==> config.mk <==
export PLATFORM = sky130hd
export DESIGN_NAME = idm_access_ctrl
export DESIGN_NICKNAME = d
export VERILOG_FILES = /design/src/rtl/idm_access_ctrl.sv
export SDC_FILE = /design/constraint.sdc
export NUM_CORES = 1
export LEC_CHECK = 0
export ABC_AREA = 1
export CAP_MARGIN = 20
export CORE_MARGIN = 2
export CORE_UTILIZATION = 44
export CTS_BUF_LIST = sky130_fd_sc_hd__clkbuf_16
export DETAILED_ROUTE_END_ITERATION = 12
export GPL_ROUTABILITY_DRIVEN = 1
export PLACE_DENSITY = 0.86
export SLEW_MARGIN = 30
export SYNTH_ARGS = -nofsm -noshare
export SYNTH_HDL_FRONTEND = slang
export SYNTH_SLANG_ARGS = --single-unit
==> constraint.sdc <==
create_clock -name clk -period 2.3 [get_ports clk]
set_input_delay 0.46 -clock clk [delete_from_list [all_inputs] [get_ports clk]]
set_output_delay 0.46 -clock clk [all_outputs]
set_load 0.005 [all_outputs]
==> src/rtl/idm_access_ctrl.sv <==
// rtl/idm_access_ctrl.sv - requester-side arbiter/sequencer for the unified instruction/data memory
// Two-port (fetch/data) round-robin access controller: IDLE -> ACCESS -> RESP, 2 cycles per access.
module idm_access_ctrl #(
    parameter int AW    = 8,
    parameter int DEPTH = 64,
    parameter int RW    = 16,
    parameter int WW    = 8
) (
    input  logic          clk,
    input  logic          rst,
    input  logic          if_req,
    input  logic [AW-1:0] if_addr,
    output logic          if_gnt,
    output logic          if_rvalid,
    output logic [RW-1:0] if_rdata,
    input  logic          d_req,
    input  logic          d_we,
    input  logic [AW-1:0] d_addr,
    input  logic [WW-1:0] d_wdata,
    output logic          d_gnt,
    output logic          d_rvalid,
    output logic [RW-1:0] d_rdata,
    output logic          err,
    output logic          busy,
    output logic [AW-1:0] mem_a,
    output logic [WW-1:0] mem_wd,
    output logic          mem_we,
    input  logic [RW-1:0] mem_rd
);

    typedef enum logic [1:0] {IDLE, ACCESS, RESP} state_t;

    localparam logic [AW:0] DEPTH_W = DEPTH[AW:0];

    state_t        state;
    state_t        state_next;
    logic          last_data;
    logic          we_r;
    logic          src_data;
    logic          oor;
    logic          any_gnt;
    logic [AW-1:0] sel_addr;
    logic [RW-1:0] rd_val;

    // last_data=0 means fetch was granted last, so data wins the first tie
    always_comb begin
        if_gnt = 1'b0;
        d_gnt  = 1'b0;
        if (state != ACCESS && !rst) begin
            if (if_req && d_req) begin
                if (last_data) if_gnt = 1'b1;
                else           d_gnt  = 1'b1;
            end else begin
                if_gnt = if_req;
                d_gnt  = d_req;
            end
        end
    end

    assign any_gnt  = if_gnt | d_gnt;
    assign sel_addr = d_gnt ? d_addr : if_addr;
    assign rd_val   = (we_r || oor) ? '0 : mem_rd;

    always_ff @(posedge clk) begin
        if (rst) state <= IDLE;
        else     state <= state_next;
    end

    always_comb begin
        state_next = IDLE;
        case (state)
            IDLE:    state_next = any_gnt ? ACCESS : IDLE;
            ACCESS:  state_next = RESP;
            RESP:    state_next = any_gnt ? ACCESS : IDLE;
            default: state_next = IDLE;
        endcase
    end

    always_comb begin
        busy      = (state != IDLE);
        mem_we    = (state == ACCESS) && we_r && !oor && !rst;
        if_rvalid = (state == RESP) && !src_data;
        d_rvalid  = (state == RESP) && src_data;
        err       = (state == RESP) && oor;
    end

    always_ff @(posedge clk) begin
        if (rst) begin
            mem_a     <= '0;
            mem_wd    <= '0;
            we_r      <= 1'b0;
            src_data  <= 1'b0;
            oor       <= 1'b0;
            last_data <= 1'b0;
            if_rdata  <= '0;
            d_rdata   <= '0;
        end else begin
            if (any_gnt) begin
                mem_a     <= sel_addr;
                we_r      <= d_gnt & d_we;
                src_data  <= d_gnt;
                oor       <= ({1'b0, sel_addr} >= DEPTH_W);
                last_data <= d_gnt;
                if (d_gnt) mem_wd <= d_wdata;
            end
            // The store commits at this same edge, so a later read sees it
            if (state == ACCESS) begin
                if (src_data) d_rdata  <= rd_val;
                else          if_rdata <= rd_val;
            end
        end
    end

endmodule

=== Word-level counts from Yosys, hierarchy flattened ===
Cells that the tools add are included.

* Bits in registers: 53
* Input bits: 45
* Output and inout port bits: 55
* Word-level logic and storage cells: 43

* Magnitude comparators: 1
* Equal/unequal tests: 3
* Muxes and demuxes: 10
* Bitwise logic cells: 3
* Reduce and logical (&&, ||, !) cells: 18

{| class="wikitable"
|+ Operator list
! cell !! count
|-
| 16-bit 2-to-1 mux || 1
|-
| 8-bit by 7-bit greater-or-equal comparator with 1-bit output, second input constant || 1
|-
| 1-bit logical AND || 8
|-
| 8-bit 2-to-1 mux || 1
|-
| 1-bit 2-to-1 mux || 7
|-
| 2-bit AND reduction || 3
|-
| 2-bit one-hot mux with 2 select lines || 1
|-
| 1-bit zero test || 3
|-
| 2-bit by 1-bit equality test with 1-bit output, second input constant || 1
|-
| 2-bit equality test, second input constant || 1
|-
| 2-bit zero test || 1
|-
| 2-bit by 1-bit != test with 1-bit output, second input constant || 1
|-
| 2-bit nonzero test || 1
|-
| 2-bit OR reduction || 1
|-
| 1-bit bitwise AND || 1
|-
| 1-bit logical OR || 1
|-
| 1-bit NOT || 1
|-
| 1-bit bitwise OR || 1
|}

=== Depth between registers and ports, before layout ===
* Word-level depth: 6
* Gate-level depth with buffers: 9
* Gate-level depth less buffers: 9

=== Worst setup path before layout ===
Ideal clock, no wire load.

* Kind: input to output
* Start point: input rst
* End point: output d_gnt
* Arrival: 1,070 ps
* Data required time: 1,840 ps
* Setup slack: 770 ps
* Stages: 5
* Buffers on the path: 2
* Cell sequence: buf_6 -> a21oi_2 -> nand2_4 -> inv_6 -> buf_12

* Cells in the longest elaborated chain, start to end: 3

{| class="wikitable"
|+ Ends and longest elaborated chain
! element !! line !! RTL
|-
| from (decl) || 10 || <nowiki>input logic rst,</nowiki>
|-
| 1-bit zero test || 49 || <nowiki>if (state != ACCESS && !rst) begin</nowiki>
|-
| 1-bit logical AND || 49 ||
|-
| 1-bit 2-to-1 mux || 49 ||
|-
| to (decl) || 20 || <nowiki>output logic d_gnt,</nowiki>
|}

Every way passes these cells.

==> out/qor.txt <==
Peak fanout along the critical path: 5
First-pass GRT wire length: 9490 microns
DRT Pass-1 Iters: 4
Net Switching: 570 uW
Row cnt: 25
Chip width: 74.8 microns
Worst-path clk slew: 70 ps
Maximum clock frequency: 478 MHz
Slew Limit Fails: 0
Gr usage total: 22.2%
Htree depth: 2
R2R Path Start: src_data$_SDFFE_PP0P_
PwrDens: 672 mW/mm^2
Reg2Reg Capture Point: d_rdata[12]$_SDFFE_PP0P_
Diodes inserted: 0
Max VDD drop: 0.406 mV
Die Span Y: 74.8 microns
TritonCTS Sinks: 53
Final Hold Vio Count: 0
Avg WL per Cell: 12.6 microns
Port Buffers: 99
Switching Fraction: 24.6%
Final worst-path cycle share: 90.9%
Synth Cell Area: 0.00221 sq mm
Clock network power share: 36.1%
Global route overflow: 0
Min cycle time layout: 2090 ps
Syn Inst Count: 305
Setup TNS: 0 ps
Hold depth: 2
Critical path class: reg2out
Yosys synthesis warning count: 0
Nets@finish: 455
Share of layout cells above drive strength 1: 9.49%
CTS Buffer Depth: 2
Outcome: complete, no violations
Initial DRC Count: 86
Seq pwr share: 44.0%
Post-DRT Antenna Nets: 0
Slew Limit Headroom: 64.0%
Routed vias/inst: 4.67
Detailed-route DRC error count: 0
MaxCap Viol Count: 0
R2r worst-path depth: 5
CP startpoint kind: flip-flop
Data required, critical path: 1840 ps
Vias in the first global route: 2179
Sequential area share after synthesis: 48.1%
CORE AREA: 0.00479 sq mm
WHS Endpoint: if_rdata[15]$_SDFFE_PP0P_
Unique cell type count in the Yosys netlist: 21
Syn Nets: 350
Crit end category: output port
# setup viols final: 0
Setup Skew: 5.37 ps
Hold-fix buffers, CTS: 0
Worst hold path class: reg2reg
DR vias: 2234
CTS tree: done
Internal Pwr Total: 1750 uW
Commonest non-fill, non-tap cell in the layout: clkdlybuf4s50_1
Largest net degree at the start of global routing: 38
Filler cell count: 382
Data arrival, critical path: 1630 ps
Layout area overhead: 56.7%
Final WL: 6010 microns
Routability Congestion: 0.811
CTS buffer count: 5
Commonest cells after routing, fill and taps aside: 96 x clkdlybuf4s50_1, 86 x nor2_1, 53 x dfxtp_1, 41 x nand2_1, 34 x o21ai_0
FF-to-FF setup slack: 520 ps
Leak pwr: 0.00155 uW
Initial cell density of the core: 46.1%
Placed Area: 0.00326 sq mm
RSZ-0062 raised after global routing: no
Flops & latches, synth: 53
Clk_lat worst skew: 290 ps
Detailed Place HPWL: 4250 microns
Antenna violations before repair: 0
Final non-filler cell area: 0.00346 sq mm
Avg Cell Area, Syn: 7.23 sq um
IO Count: 100
Worst hold start: if_rdata[15]$_SDFFE_PP0P_
Clock root cell: clkbuf_16
Worst Tran Pin Value: 538 ps
Die Footprint: 0.00560 sq mm
Combinational power share: 19.9%
[per-stage QoR]
| stage | std cells | power (uW) | worst slack (ps) | hold WS [ps] | utilization [%] |
|---|---|---|---|---|---|
| 2_1_floorplan | 305 | 1250 | 770 | 455 | - |
| 3_3_place_gp | 467 | 1480 | -16.0 | 447 | 68.1 |
| 3_5_place_dp | 467 | 1500 | -52.6 | 454 | 68.1 |
| 4_1_cts | 477 | 2340 | 2.50 | 466 | 72.0 |
| 5_1_grt | 478 | 2430 | 120 | 483 | 72.2 |
| 6_report | 478 | 2320 | 210 | 465 | 72.2 |
[power by group through the flow]
| stage | sequential, uW | clock (uW) | combinational [uW] |
|---|---|---|---|
| after floorplan | 1040 | 0 | 204 |
| after global placement | 1040 | 0 | 445 |
| after detailed placement | 1040 | 0 | 455 |
| after CTS | 1020 | 852 | 463 |
| after global routing | 1030 | 888 | 513 |
| final | 1020 | 839 | 461 |
[worst max-delay path, cell delays in order (launching register included)]
cell             delay [ps]
dfxtp_1                 460
inv_1                   130
a211oi_1                220
clkdlybuf4s50_1         530
[per-layer routing]
layer | routed length [microns] | track usage, % | up-vias
li1 | - | - | 1151
met1 | 2460 | 24.1 | 997
met2 | 2960 | 40.8 | 78
met3 | 511 | 7.76 | 8
met4 | 76 | 6.55 | 0
met5 | 0 | 0 | -
[Yosys cell counts]
| cell | number | share of area, % |
|---|---|---|
| a21oi_1 | 15 | 3.4 |
| buf_6 | 3 | 1.5 |
| buf_4 | 1 | 0.34 |
| nor2_1 | 86 | 15 |
| nand3_1 | 11 | 2.5 |
| nand2_1 | 41 | 7.0 |
| a21oi_2 | 3 | 1.2 |
| nand2_4 | 3 | 1.5 |
| inv_2 | 3 | 0.51 |
| buf_12 | 1 | 0.91 |
| nand2_2 | 1 | 0.28 |
| buf_2 | 8 | 1.8 |
| inv_6 | 1 | 0.40 |
| inv_1 | 31 | 5.3 |
| o21ai_0 | 34 | 7.7 |
| dfxtp_1 | 53 | 48 |
| o21ai_1 | 2 | 0.45 |
| a21oi_4 | 1 | 0.74 |
| nor2_2 | 3 | 0.85 |
| clkbuf_1 | 3 | 0.51 |
| a211oi_1 | 1 | 0.34 |
[logic make-up (layout without fill, tap and decap cells)]
| logic type | Yosys count | count (layout) | synth area share (%) |
|---|---|---|---|
| AOI/OAI and AO/OA | 56 | 56 | 13.8 |
| and+or+nand+nor | 145 | 145 | 26.8 |
| DFF | 53 | 53 | 48.1 |
| buffers and inverters | 51 | 157 | 11.3 |
[state kept, by name, indices dropped and copies added (netlist names)]
signal / flops
mem_wd: 8
d_rdata: 16
oor: 1
src_data: 1
we_r: 1
if_rdata: 16
state: 2
mem_a: 8
[layout make-up]
type	instances	area [sq um]	area share, %
Sequential cell	53	1060	30.7
Inverter	35	136	3.94
Multi-Input combinational cell	201	903	26.1
Tap cell	67	83.8	2.42
Clock buffer	5	125	3.62
Clock inverter	3	43.8	1.27
Timing Repair Buffer	114	1100	31.9
[timing repair]
action	CTS	global route
buffers inserted	2	1
endpoints found under the setup margin	3	1
gates resized for setup	3	2
[how the worst max path moves through the flow]
stage,from,cells past startpoint,end
6_report,src_data$_SDFFE_PP0P_,3,if_gnt
5_1_grt,src_data$_SDFFE_PP0P_,3,if_gnt
4_1_cts,d_req,6,d_gnt
3_5_place_dp,d_req,6,d_gnt
3_3_place_gp,rst,5,d_gnt
2_1_floorplan,rst,5,d_gnt
(Power assumes the default switching activity.)
